File: config.mk
export PLATFORM = sky130hd
export DESIGN_NAME = sub_serial_flat
export DESIGN_NICKNAME = d
export VERILOG_FILES = /design/src/rtl/sub_serial_pkg.sv /design/src/rtl/sub_serial_if.sv /design/src/rtl/adder_rca.sv /design/src/rtl/sub_serial.sv /design/src/flat_wrapper.sv
export SDC_FILE = /design/constraint.sdc
export NUM_CORES = 1
export LEC_CHECK = 0
export CAP_MARGIN = 20
export CORE_MARGIN = 3
export CORE_UTILIZATION = 30
export CTS_BUF_LIST = sky130_fd_sc_hd__clkbuf_2
export CTS_CLUSTER_SIZE = 14
export DETAILED_ROUTE_END_ITERATION = 12
export SKIP_LAST_GASP = 1
export SYNTH_ARGS = -nofsm -noshare
export SYNTH_HDL_FRONTEND = slang
export SYNTH_SLANG_ARGS = --single-unit
File: constraint.sdc
create_clock -name clk -period 5.5 [get_ports clk]
set_input_delay 0.55 -clock clk [delete_from_list [all_inputs] [get_ports clk]]
set_output_delay 0.55 -clock clk [all_outputs]
set_load 0.01 [all_outputs]
File: src/rtl/sub_serial_pkg.sv
// Shared types and elaboration helpers for the chunk-serial subtractor.
package sub_serial_pkg;

  typedef enum logic [1:0] {
    IDLE = 2'd0,
    BUSY = 2'd1,
    DONE = 2'd2
  } sub_state_t;

  function automatic int nchunk(input int n, input int w);
    return n / w;
  endfunction

  // Chunk counter width; a one-chunk operation still gets a 1-bit counter.
  function automatic int cnt_width(input int n, input int w);
    return (n / w > 1) ? $clog2(n / w) : 1;
  endfunction

endpackage

File: src/rtl/sub_serial_if.sv
// Operand and result handshake bundle of sub_serial.
// valid/ready: a transfer happens on a rising clk edge where valid & ready are both 1;
// the sender holds valid and its data stable until that edge, ready may change freely.
interface sub_serial_if #(
  parameter int N = 32
);
  logic         in_valid;
  logic         in_ready;
  logic [N-1:0] a;
  logic [N-1:0] b;
  logic         bi;
  logic         out_valid;
  logic         out_ready;
  logic [N-1:0] d;
  logic         bo;

  modport master (
    output in_valid, a, b, bi, out_ready,
    input  in_ready, out_valid, d, bo
  );

  modport slave (
    input  in_valid, a, b, bi, out_ready,
    output in_ready, out_valid, d, bo
  );
endinterface

File: src/rtl/adder_rca.sv
// Plain N-bit ripple-carry adder: {co, s} = a + b + ci.
module adder_rca #(
  parameter int N = 8
) (
  input  logic [N-1:0] a,
  input  logic [N-1:0] b,
  input  logic         ci,
  output logic [N-1:0] s,
  output logic         co
);

  logic [N:0] c;

  always_comb begin
    c    = '0;
    s    = '0;
    c[0] = ci;
    for (int i = 0; i < N; i++) begin
      s[i]   = a[i] ^ b[i] ^ c[i];
      c[i+1] = (a[i] & b[i]) | (c[i] & (a[i] ^ b[i]));
    end
    co = c[N];
  end

endmodule

File: src/rtl/sub_serial.sv
// Multi-cycle subtractor d = a - b - bi (mod 2**N), W bits per clock, LSB chunk first,
// built from one W-bit ripple adder computing a + ~b + ~bi.
module sub_serial
  import sub_serial_pkg::*;
#(
  parameter int N = 32,
  parameter int W = 8
) (
  input  logic       clk,
  input  logic       rst_n,
  sub_serial_if.slave bus,
  output sub_state_t dbg_state
);

  localparam int NCH = nchunk(N, W);
  localparam int CW  = cnt_width(N, W);
  localparam logic [CW-1:0] K_LAST = CW'(NCH - 1);

  if (W < 1 || W > N || (N % W) != 0) begin : g_bad_param
    $fatal(1, "sub_serial: N must be a positive multiple of W");
  end

  sub_state_t    state_q, state_d;
  logic [N-1:0]  a_q, a_d;
  logic [N-1:0]  nb_q, nb_d;
  logic [N-1:0]  d_q, d_d;
  logic          c_q, c_d;
  logic          bo_q, bo_d;
  logic [CW-1:0] k_q, k_d;

  logic          accept;
  logic          last_chunk;
  logic [W-1:0]  sum;
  logic          co;

  // FSM: state register
  always_ff @(posedge clk or negedge rst_n) begin
    if (!rst_n) state_q <= IDLE;
    else        state_q <= state_d;
  end

  // FSM: next state
  always_comb begin
    state_d = state_q;
    case (state_q)
      IDLE: if (bus.in_valid) state_d = BUSY;
      BUSY: if (last_chunk)   state_d = DONE;
      DONE: if (bus.out_ready) state_d = bus.in_valid ? BUSY : IDLE;
      default: state_d = IDLE;
    endcase
  end

  // FSM: outputs
  always_comb begin
    bus.in_ready  = (state_q == IDLE) | ((state_q == DONE) & bus.out_ready);
    bus.out_valid = (state_q == DONE);
    dbg_state     = state_q;
  end

  assign accept     = bus.in_valid & bus.in_ready;
  assign last_chunk = (state_q == BUSY) & (k_q == K_LAST);

  // Operands shift right one chunk per BUSY cycle, so the adder always sees bits [W-1:0].
  adder_rca #(.N(W)) u_add (
    .a  (a_q[W-1:0]),
    .b  (nb_q[W-1:0]),
    .ci (c_q),
    .s  (sum),
    .co (co)
  );

  always_comb begin
    a_d  = a_q;
    nb_d = nb_q;
    d_d  = d_q;
    c_d  = c_q;
    bo_d = bo_q;
    k_d  = k_q;
    if (accept) begin
      a_d  = bus.a;
      nb_d = ~bus.b;
      c_d  = ~bus.bi;
      k_d  = '0;
    end else if (state_q == BUSY) begin
      a_d  = a_q >> W;
      nb_d = nb_q >> W;
      // Result chunks enter at the top; after NCH shifts chunk 0 sits at the LSB.
      d_d  = (d_q >> W) | (N'(sum) << (N - W));
      c_d  = co;
      if (k_q != K_LAST) k_d = k_q + CW'(1);
      if (last_chunk)    bo_d = ~co;
    end
  end

  always_ff @(posedge clk or negedge rst_n) begin
    if (!rst_n) begin
      a_q  <= '0;
      nb_q <= '0;
      d_q  <= '0;
      c_q  <= 1'b0;
      bo_q <= 1'b0;
      k_q  <= '0;
    end else begin
      a_q  <= a_d;
      nb_q <= nb_d;
      d_q  <= d_d;
      c_q  <= c_d;
      bo_q <= bo_d;
      k_q  <= k_d;
    end
  end

  assign bus.d  = d_q;
  assign bus.bo = bo_q;

endmodule
File: src/flat_wrapper.sv
// flat-port wrapper written by rule: the top's interface ports become plain ports
module sub_serial_flat import sub_serial_pkg::*;
#(
  parameter int N = 32,
  parameter int W = 8
)
  (clk, rst_n, dbg_state, bus_in_valid, bus_a, bus_b, bus_bi, bus_out_ready, bus_in_ready, bus_out_valid, bus_d, bus_bo);
  sub_serial_if #(.N(N)) bus_i ();
  input  logic clk;
  input  logic rst_n;
  output sub_state_t dbg_state;
  input wire logic [$bits(bus_i.in_valid)-1:0] bus_in_valid;
  input wire logic [$bits(bus_i.a)-1:0] bus_a;
  input wire logic [$bits(bus_i.b)-1:0] bus_b;
  input wire logic [$bits(bus_i.bi)-1:0] bus_bi;
  input wire logic [$bits(bus_i.out_ready)-1:0] bus_out_ready;
  output wire logic [$bits(bus_i.in_ready)-1:0] bus_in_ready;
  output wire logic [$bits(bus_i.out_valid)-1:0] bus_out_valid;
  output wire logic [$bits(bus_i.d)-1:0] bus_d;
  output wire logic [$bits(bus_i.bo)-1:0] bus_bo;
  assign bus_i.in_valid = bus_in_valid;
  assign bus_i.a = bus_a;
  assign bus_i.b = bus_b;
  assign bus_i.bi = bus_bi;
  assign bus_i.out_ready = bus_out_ready;
  assign bus_in_ready = bus_i.in_ready;
  assign bus_out_valid = bus_i.out_valid;
  assign bus_d = bus_i.d;
  assign bus_bo = bus_i.bo;
  sub_serial #(.N(N), .W(W)) u_core (.clk(clk), .rst_n(rst_n), .bus(bus_i), .dbg_state(dbg_state));
endmodule
-- After elaboration in Yosys (flattened, before gate mapping)
Cells that the tools add are included.
- eq/ne operators: 7
- multiplexer cells: 14
- bitwise gates (word level): 49
- reductions and logical operators: 7
- add/subtract/negate cells: 1
- operator list (operator ; count):
    $mux W32 ; 4
    $not A32 Y32 ; 1
    $or A24 B32 Y32 ; 1
    $and A1 B1 Y1 ; 19
    $xor A1 B1 Y1 ; 16
    $mux W2 ; 6
    $or A1 B1 Y1 ; 9
    $ne A2 B2 Y1 const B ; 3
    $pmux W2 S3 ; 1
    $reduce_and A3 Y1 ; 2
    $eq A2 B2 Y1 const B ; 2
    $reduce_and A2 Y1 ; 2
    $reduce_bool A2 Y1 ; 2
    $mux W1 ; 3
    $not A1 Y1 ; 3
    $add A2 B1 Y2 const B ; 1
    $eq A2 B1 Y1 const B ; 1
    $logic_not A2 Y1 ; 1
    $ne A2 B1 Y1 const B ; 1
- flip-flop bits (word level): 102
- input port bits: 69
- output and inout port bits: 37

-- Depth between registers and ports, before layout
Gate-level depths: netlist (run 1).
- depth in word-level cells: 19
- mapped depth: 13
- mapped depth without buffers: 13

-- Modules after synthesis
A second synthesis (run 1) with hierarchy kept.
- cell total of the unflattened synthesis: 364
- area, all modules: 4903.5 um2
- modules (own cells, without submodules) (module ; area each (um2) ; cells an instance ; instances ; sequential area each (um2)):
    sub_serial ; 4705.8 ; 346 ; 1 ; 2552.4
    adder_rca ; 197.7 ; 18 ; 1 ; 0.0

-- Worst setup path after synthesis (run 1)
Ideal clock, no wire load.
- kind: reg2reg
- start point: register u_core.c_q
- end point: register u_core.d_q[31], in the netlist u_core.bus.d[31]
- buffers on the path: 0
- arrival: 3877 ps
- library setup time: 83 ps
- slack: 1540 ps
- required time: 5417 ps
- stages on the path, launching flop included: 13
- path through: dfrtp_1 fa_1 fa_1 fa_1 fa_1 fa_1 inv_1 fa_1 inv_1 fa_1 inv_1 fa_1 o21ai_0
- cells in the longest elaborated chain, start to end: 16
- ends and longest elaborated chain (item ; line ; source):
    start: declaration ; sub_serial.sv:27 ; logic c_q, c_d;
    start signal: assignment ; sub_serial.sv:100 ; c_q <= 1'b0;
    start signal: assignment ; sub_serial.sv:107 ; c_q <= c_d;
    $and A1 B1 Y1 ; adder_rca.sv:20 ; c[i+1] = (a[i] & b[i]) | (c[i] & (a[i] ^ b[i]));
    $or A1 B1 Y1 ; adder_rca.sv:20 ;
    $and A1 B1 Y1 ; adder_rca.sv:20 ;
    $or A1 B1 Y1 ; adder_rca.sv:20 ;
    $and A1 B1 Y1 ; adder_rca.sv:20 ;
    $or A1 B1 Y1 ; adder_rca.sv:20 ;
    $and A1 B1 Y1 ; adder_rca.sv:20 ;
    $or A1 B1 Y1 ; adder_rca.sv:20 ;
    $and A1 B1 Y1 ; adder_rca.sv:20 ;
    $or A1 B1 Y1 ; adder_rca.sv:20 ;
    $and A1 B1 Y1 ; adder_rca.sv:20 ;
    $or A1 B1 Y1 ; adder_rca.sv:20 ;
    $and A1 B1 Y1 ; adder_rca.sv:20 ;
    $or A1 B1 Y1 ; adder_rca.sv:20 ;
    $xor A1 B1 Y1 ; adder_rca.sv:19 ; s[i] = a[i] ^ b[i] ^ c[i];
    $or A24 B32 Y32 ; sub_serial.sv:88 ; d_d = (d_q >> W) | (N'(sum) << (N - W));
    end signal: assignment ; sub_serial.sv:99 ; d_q <= '0;
    end signal: assignment ; sub_serial.sv:106 ; d_q <= d_d;
    end: declaration ; sub_serial.sv:26 ; logic [N-1:0] d_q, d_d;
No other way between the ends.
A chain may end at the register's enable or synchronous reset.

-- Worst setup path in the final report (run 1)
Same ends and word-level chain as after synthesis.

==> results of run 1 <==
==> placed cells by master (no fill, tap or decap) <==
cell	instances
o21ai_1	18
o32ai_1	1
nor2_1	2
o211ai_1	8
nor2b_1	1
inv_1	7
and2_1	16
a21o_1	1
nor3_1	16
nand2b_1	2
nor2_4	1
nor2b_4	1
fa_1	8
clkinvlp_4	2
mux2_4	1
xnor2_1	1
nand2b_2	1
a21oi_4	1
ha_1	1
nand2_4	1
clkdlybuf4s50_1	104
inv_6	2
o21ai_0	11
and2b_1	2
mux2i_1	24
buf_4	5
clkinv_2	1
dfrtp_1	102
a21oi_1	1
clkinv_4	1
a221o_1	32
nand2_2	1
nand3_1	16
dlygate4sd3_1	1
nor3b_1	1
nand2_1	101
clkbuf_2	10
==> sequential cells by signal (all words and copies together) (netlist names) <==
| name | cells |
|---|---|
| u_core.a_q | 32 |
| u_core.bus.d | 32 |
| u_core.nb_q | 32 |
| u_core.dbg_state | 2 |
| u_core.k_q | 2 |
| u_core.bus.bo | 1 |
| u_core.c_q | 1 |
==> metal layers <==
layer | up-vias | track usage | wire, um
met5 | - | 0 | 0
met4 | 0 | 0.03521 | 122
met3 | 10 | 0.04276 | 566
met2 | 94 | 0.2213 | 5389
met1 | 1625 | 0.1841 | 5073
li1 | 1599 | - | -
==> final timing paths <==
path | slack [ns] | cells past startpoint | endpoint | startpoint
max | 1.37 | 12 | u_core.bus.d[31]$_DFFE_PN0P_ | u_core.c_q$_DFFE_PN0P_
min | 0.37 | 2 | u_core.bus.d[24]$_DFFE_PN0P_ | rst_n
max reg2reg | 1.37 | 12 | u_core.bus.d[31]$_DFFE_PN0P_ | u_core.c_q$_DFFE_PN0P_
min reg2reg | 0.51 | 2 | u_core.bus.d[4]$_DFFE_PN0P_ | u_core.bus.d[4]$_DFFE_PN0P_
max in group asynchronous | 3.93 | 3 | u_core.nb_q[4]$_DFFE_PN0P_ | rst_n
min in group clk | 0.42 | 2 | u_core.nb_q[5]$_DFFE_PN0P_ | bus_b[5]
==> cells by family (layout without fill, tap and decap cells) <==
family / after synthesis / after routing / share of synthesized area
buffers and inverters: 39 / 133 / 0.05365
multiplexers: 25 / 25 / 0.05641
flip-flops: 102 / 102 / 0.5642
adder cells (fa/ha/maj): 9 / 9 / 0.03816
AO/OA/AOI/OAI: 73 / 73 / 0.1244
AND/OR/NAND/NOR: 162 / 162 / 0.1612
XOR/XNOR: 1 / 1 / 0.001936
==> through the flow <==
step	power (W)	utilization	std cells	setup WS, ns
final	0.003085	0.3915	689	1.372
after global routing	0.003355	0.3915	689	1.185
after CTS	0.003138	0.3915	689	1.343
after detailed placement	0.002813	0.3842	672	1.397
after global placement	0.002751	0.3842	672	1.437
after floorplan	0.002301	-	411	1.540
==> cell type report <==
type / count / area, sq um
timing repair buffer: 110 / 1089
clock inverter: 6 / 46.29
fill: 1446 / 8911
tap: 184 / 230.2
sequential: 102 / 2552
multi-input combinational: 270 / 1739
clock buffer: 10 / 50.05
inverter: 7 / 26.28
==> worst max-delay path: stages, from the launching register on <==
cell	delay (ns)
dfrtp_1	0.48
fa_1	0.47
fa_1	0.46
fa_1	0.46
fa_1	0.46
fa_1	0.42
inv_1	0.08
fa_1	0.17
inv_1	0.06
fa_1	0.41
inv_1	0.08
fa_1	0.38
o21ai_0	0.16
==> report_power, final <==
group	switching (W)	total (W)	internal [W]
clock network	0.000258	0.000323	0.0000646
logic	0.000759	0.00144	0.000683
registers	0.000238	0.00132	0.00108
==> timing repair <==
action                                 in CTS  in global routing
hold buffers                                1                  0
endpoints found under the hold margin      28                  0
setup buffers                               0                  0
==> run_results.csv, run 1 <==
group,metric,value,unit
floorplan,die_width,128.8,um
clock_tree,cts_max_path_buffers,2,
grt,grt.overflow.total,0,
drt,drtIter0Drc,209,
clock_tree,path_clk_slew,0.30,ns
timing,max_clock_freq,0.2422,GHz
clock_tree,htreeDepth,3,
layout,postLayoutCellArea,5733,sq um
yosys,synth.top_cell.area_share,0.5642,
floorplan,die_area,16590,sq um
floorplan,core_area,14640,sq um
grt,grt_pass1_wl,17910,um
yosys,synthTopCellsByCount,"dfrtp_1 (102), nand2_1 (101), a221o_1 (32)",
yosys,yosysSeqAreaShare,0.5642,
timing,totalNegativeSetupSlack,0,ns
yosys,synth.top_cells.by_area,"dfrtp_1 (56%), nand2_1 (8.4%), a221o_1 (7.1%), mux2i_1 (5.3%), fa_1 (3.5%)",
floorplan,placementRows,44,
worst_setup_path,cp-start-kind,"register",
timing,timing.hold.ws,0.3688,ns
clock_tree,clock_sinks,102,
worst_setup_path,worstSetupPathType,"register to register",
yosys,synth.most_common_cell,"dfrtp_1",
grt,grtUsageTotal,0.1385,
grt,antenna_found_initial,0,
drt,num_vias,3328,
grt,grt_max_degree,75,
drt,dr.pass1.iters,5,
timing,hold_viol,0,
layout,drive_above_1_share,0.05545,
clock_tree,worstSkewPairLatency,0.63,ns
yosys,synth_seq_cells,102,
floorplan,initial_core_util,0.3090,
timing,max_slew_margin,0.2870,
grt,grt_pass1_vias,3376,
timing,fin_crit,4.128,ns
floorplan,die_h,128.8,um
timing,tightest_slew,1.070,ns
yosys,synthCells,411,
flow_run,drv_cap,0,
timing,setup_viol_count_final,0,
timing,fin_crit_sh,0.7506,
power_and_ir_drop,vdd_drop_max,0.3472,mV
layout,diodes,0,
drt,drt-total-wl,11150,um
worst_setup_path,arrival,4.71,ns
yosys,synth_fp_nets,489,
drt,vias_per_cell,4.830,
drt,wl_per_cell,16.18,um
placement,io_buffers,105,
clock_tree,clockRootBuffer,"clkbuf_2",
drt,drc,0,
clock_tree,cts_made_buffers,9,
drt,ant_nets,0,
placement,gp_congestion,0.7548,
yosys,synth-async-reset-ratio,1.000,
yosys,synthDistinctLibCells,31,
power_and_ir_drop,p_per_area,538.0,nW/um^2
timing,finClkSkew,0.04685,ns
hold_path,hold_path.class,"input pin to async pin",
clock_tree,post_cts_resized,0,
worst_setup_path,cp-end-kind,"register",
placement,dp_hpwl,7622,um
worst_setup_path,critPathMaxFanout,2,
layout,area_delta_synth_final,26.71,%
yosys,yosys_warnings,0,
yosys,avgSynthCellArea,11.01,sq um
layout,nets,578,
yosys,synth-edff-count,0,
worst_setup_path,worst_ep_required_time,6.09,ns
placement,place_area,5627,sq um
clock_tree,cts_tree,"yes",
yosys,ys.flop_type,"dfrtp_1",
yosys,yosys.area.top_type,"dfrtp_1",
power_and_ir_drop,p_leak,2.622,nW
yosys,syn_area,4524,sq um
timing,slew_violations,0,
outcome,outcome,"finished, final reports clean",
timing,rsz0062_at_grt,"no",
floorplan,io_pins,106,
Note: power is estimated with default switching activity, not from simulation.
==> run 2: changes to the inputs <==
- clock period: 5.5 -> 3.9 ns (I/O delays scaled with it)
==> run_results.csv, run 2 (synthesis gave the netlist of run 1 again) <==
group,metric,value,unit
outcome,outcome,"finished, final reports clean",
layout,fill_cells,1443,
timing,tightest_slew,1.073,ns
floorplan,initial_core_util,0.3090,
power_and_ir_drop,clkPwrFrac,0.105,
timing,finClkSkew,0.04068,ns
layout,drive_above_1_share,0.08203,
timing,setup_ws,0.1651,ns
floorplan,io_pins,106,
clock_tree,cts_made_buffers,9,
power_and_ir_drop,p_leak,2.664,nW
timing,hold_viol,0,
timing,max_clock_freq,0.2677,GHz
drt,drt-total-wl,11210,um
grt,grt_pass1_vias,3395,
placement,gp_congestion,0.7692,
power_and_ir_drop,seqPwrFrac,0.420,
layout,layout_commonest_cell,"clkdlybuf4s50_1",
timing,max_slew_margin,0.2850,
timing,fin_crit_sh,0.9577,
grt,antenna_found_initial,0,
layout,area_delta_synth_final,28.68,%
floorplan,placementRows,44,
worst_setup_path,arrival,4.23,ns
floorplan,die_h,128.8,um
clock_tree,clock_sinks,102,
layout,postLayoutCellArea,5822,sq um
power_and_ir_drop,pwr-share-comb,0.475,
power_and_ir_drop,vdd_drop_max,0.4752,mV
timing,rsz0062_at_grt,"no",
worst_setup_path,worst_ep_required_time,4.40,ns
hold_path,hold_path.class,"input pin to async pin",
worst_setup_path,cp-end-kind,"register",
grt,grtUsageTotal,0.1360,
placement,dp_hpwl,7599,um
placement,dp_slack,-0.1402,ns
grt,grt_max_degree,82,
timing,totalNegativeSetupSlack,0,ns
floorplan,die_area,16590,sq um
placement,io_buffers,105,
placement,place_area,5679,sq um
clock_tree,cts_tree,"yes",
floorplan,die_width,128.8,um
clock_tree,htreeDepth,3,
worst_setup_path,worstSetupPathType,"register to register",
clock_tree,clockRootBuffer,"clkbuf_2",
layout,post-route-util,0.3976,
worst_setup_path,cp-start-kind,"register",
grt,grt.overflow.total,0,
drt,vias_per_cell,4.828,
power_and_ir_drop,swShare,0.4060,
floorplan,core_area,14640,sq um
layout,layout_common_cells,"clkdlybuf4s50_1 (104), dfrtp_1 (102), nand2_1 (101)",
worst_setup_path,reg2regPathDepth,12,
power_and_ir_drop,internal_power,0.002636,W
timing,setup_viol_count_final,0,
worst_setup_path,critPathMaxFanout,2,
drt,ant_nets,0,
power_and_ir_drop,p_per_area,762.3,nW/um^2
drt,dr.pass1.iters,4,
timing,slew_violations,0,
layout,nets,585,
clock_tree,worstSkewPairLatency,0.57,ns
clock_tree,cts_max_path_buffers,2,
drt,wl_per_cell,16.11,um
drt,drtIter0Drc,231,
grt,grt_pass1_wl,17840,um
drt,num_vias,3360,
timing,fin_crit,3.735,ns
clock_tree,path_clk_slew,0.27,ns
timing,timing.hold.ws,0.1709,ns
drt,drc,0,
power_and_ir_drop,p_switching,0.001802,W
flow_run,drv_cap,0,
layout,diodes,0,
run 2: cell count changes in the layout (fill, tap and decap cells not counted), moves of 2 or more:
cell,before,now
inv_1,7,5
buf_4,5,11
inv_6,2,5
fa_1,8,3
clkinvlp_4,2,0
inv_2,0,2
fa_2,0,5
run 2: metal layers:
layer  wire (um)  up-vias  share of wire  track usage
met5           0        -              0            0
met4         206        0          0.018      0.04138
met3         492       12          0.044      0.03072
met2        5257      100           0.47       0.2159
met1        5257     1631           0.47       0.1866
li1            -     1617              -            -
run 2: timing repair:
item                                   in CTS  in global routing
endpoints found under the hold margin      80                  0
pin swaps                                   3                  4
buffers inserted                            0                  0
resized for setup                           2                  4
setup endpoints to repair                   3                  3
hold buffers                                1                  0
run 2: final timing paths:
path | from | end | slack, ns
min reg2reg | u_core.bus.d[5]$_DFFE_PN0P_ | u_core.bus.d[5]$_DFFE_PN0P_ | 0.51
max in group asynchronous | rst_n | u_core.nb_q[5]$_DFFE_PN0P_ | 2.83
min | rst_n | u_core.bus.d[0]$_DFFE_PN0P_ | 0.17
min in group clk | bus_b[25] | u_core.nb_q[25]$_DFFE_PN0P_ | 0.31
max reg2reg | u_core.c_q$_DFFE_PN0P_ | u_core.bus.d[31]$_DFFE_PN0P_ | 0.17
max | u_core.c_q$_DFFE_PN0P_ | u_core.bus.d[31]$_DFFE_PN0P_ | 0.17
run 2: layout make-up:
class	count	area, sq um	share of cell area
flip-flops and latches	102	2552	0.4384
multi-input cells	270	1754	0.3013
repair buffers	117	1161	0.1994
well taps	184	230.2	0.03954
clock inverters	7	52.55	0.009026
clock buffers	9	45.04	0.007737
inverters	7	26.28	0.004513
run 2: stage by stage:
stage / cells / power, W
6_report: 696 / 0.004438
3_5_place_dp: 678 / 0.004003
3_3_place_gp: 678 / 0.003920
4_1_cts: 695 / 0.004478
5_1_grt: 696 / 0.004817
2_1_floorplan: 411 / 0.003251
run 2: critical path, cell delays in order, from the launching register on:
cell	delay [ns]
dfrtp_1	0.48
fa_2	0.42
fa_2	0.37
fa_2	0.35
fa_2	0.38
fa_2	0.40
inv_2	0.06
fa_1	0.16
inv_1	0.05
fa_1	0.43
inv_2	0.07
fa_1	0.38
o21ai_1	0.13
run 2: power groups by stage:
stage               registers, W  clock network [W]  logic, W
floorplan                0.00186                  0   0.00139
global placement         0.00187                  0   0.00205
detailed placement       0.00189                  0   0.00212
CTS                      0.00186           0.000491   0.00212
global route             0.00192           0.000523   0.00237
finish                   0.00186           0.000467   0.00211
==> run 3: changes to the inputs <==
- clock period: 3.9 -> 3.7 ns (I/O delays scaled with it)
==> run_results.csv, run 3 (synthesis gave the netlist of run 1 again) <==
group,metric,value,unit
drt,drt-total-wl,11130,um
layout,postLayoutCellArea,5826,sq um
drt,num_vias,3372,
placement,io_buffers,105,
drt,ant_nets,0,
worst_setup_path,cp-start-kind,"register",
clock_tree,cts_made_buffers,9,
grt,grt.overflow.total,0,
hold_path,hold_path.class,"input pin to async pin",
clock_tree,cts_tree,"yes",
clock_tree,post-cts-setup-buffer-count,0,
worst_setup_path,critPathMaxFanout,2,
placement,place_area,5692,sq um
timing,hold_viol,0,
flow_run,drv_cap,0,
timing,slew_violations,0,
layout,fill_cells,1456,
drt,wl_per_cell,15.99,um
layout,drive_above_1_share,0.09180,
timing,setup_viol_count_final,0,
clock_tree,htreeDepth,3,
timing,max_clock_freq,0.2786,GHz
clock_tree,clock_sinks,102,
floorplan,placementRows,44,
timing,max_slew_margin,0.3073,
timing,tightest_slew,1.039,ns
placement,gp_congestion,0.7255,
timing,fin_crit_sh,0.9699,
timing,totalNegativeSetupSlack,0,ns
drt,drc,0,
grt,grt_max_degree,64,
layout,multi_input_area,1765,sq um
floorplan,initial_core_util,0.3090,
layout,seq_area,2552,sq um
timing,finClkSkew,0.02519,ns
layout,area_delta_synth_final,28.76,%
floorplan,die_h,128.8,um
grt,grtUsageTotal,0.1387,
grt,grt_pass1_vias,3396,
clock_tree,path_clk_slew,0.26,ns
power_and_ir_drop,vdd_drop_max,0.6693,mV
floorplan,die_area,16590,sq um
grt,antenna_found_initial,0,
timing,fin_crit,3.589,ns
layout,diodes,0,
layout,layout_commonest_cell,"clkdlybuf4s50_1",
power_and_ir_drop,p_leak,2.658,nW
worst_setup_path,arrival,4.10,ns
floorplan,core_area,14640,sq um
worst_setup_path,worst_ep_required_time,4.21,ns
placement,dp_hpwl,7728,um
timing,timing.hold.ws,0.1035,ns
clock_tree,cts_max_path_buffers,2,
layout,layout_common_cells,"clkdlybuf4s50_1 (104), dfrtp_1 (102), nand2_1 (101)",
drt,vias_per_cell,4.845,
grt,grt_pass1_wl,18010,um
worst_setup_path,worstSetupPathType,"register to register",
power_and_ir_drop,p_per_area,806.6,nW/um^2
outcome,outcome,"finished, final reports clean",
worst_setup_path,cp-end-kind,"register",
clock_tree,worstSkewPairLatency,0.57,ns
floorplan,io_pins,106,
clock_tree,clockRootBuffer,"clkbuf_2",
drt,drtIter0Drc,197,
layout,nets,585,
floorplan,die_width,128.8,um
drt,dr.pass1.iters,4,
-- run 3: path summary, 6_finish.rpt --
| check | startpoint | endpoint | slack, ns | cells past startpoint |
|---|---|---|---|---|
| min in group clk | bus_a[29] | u_core.a_q[29]$_DFFE_PN0P_ | 0.31 | 3 |
| worst max register to register | u_core.c_q$_DFFE_PN0P_ | u_core.bus.d[31]$_DFFE_PN0P_ | 0.11 | 12 |
| max in group asynchronous | rst_n | u_core.nb_q[4]$_DFFE_PN0P_ | 2.74 | 3 |
| worst min-delay path | rst_n | u_core.bus.d[10]$_DFFE_PN0P_ | 0.10 | 2 |
| worst min register to register | u_core.bus.d[0]$_DFFE_PN0P_ | u_core.bus.d[0]$_DFFE_PN0P_ | 0.51 | 2 |
| worst max-delay path | u_core.c_q$_DFFE_PN0P_ | u_core.bus.d[31]$_DFFE_PN0P_ | 0.11 | 12 |
-- run 3: layout make-up --
| type | count | share of cell area |
|---|---|---|
| clock buffer | 10 | 0.008591 |
| clock inverter | 6 | 0.01031 |
| inverter | 7 | 0.004510 |
| multi-input combinational | 270 | 0.3030 |
| sequential | 102 | 0.4381 |
| tap | 184 | 0.03952 |
| timing repair buffer | 117 | 0.1959 |
-- run 3: worst max-delay path, stage by stage, from the launching register on --
cell and delay [ns]:
dfrtp_1 0.47, fa_2 0.41, fa_2 0.35, fa_2 0.37, fa_2 0.37, fa_2 0.34, inv_2 0.06, fa_2 0.19
inv_2 0.04, fa_2 0.32, inv_2 0.07, fa_2 0.43, o21ai_2 0.12
-- run 3: metal layers --
metal	wire [um]	part of all wire	track usage
met1	5053	0.45	0.1843
met2	5234	0.47	0.2238
met3	552	0.050	0.02698
met4	289	0.026	0.05497
met5	0	0	0
-- run 3: timing repair --
item | in CTS | in global routing
resized for setup | 3 | 6
setup endpoints to repair | 3 | 2
pin swaps | 5 | 8
endpoints found under the hold margin | 102 | 0
hold buffers | 1 | 0
-- run 3: through the flow --
stage               cells  total power, W  setup WS, ns    util
finish                696        0.004699        0.1113  0.3978
global route          696        0.005133     -0.008150  0.3978
CTS                   696        0.004745       0.02269  0.3970
detailed placement    679        0.004202       -0.1348  0.3887
global placement      679        0.004137       -0.1048  0.3887
floorplan             411        0.003430       0.01242       -
-- run 3: power by group --
part | switching, W | internal [W] | total [W]
Combinational | 0.00113 | 0.00107 | 0.00220
Sequential | 0.000360 | 0.00161 | 0.00197
Clock | 0.000372 | 0.000157 | 0.000529
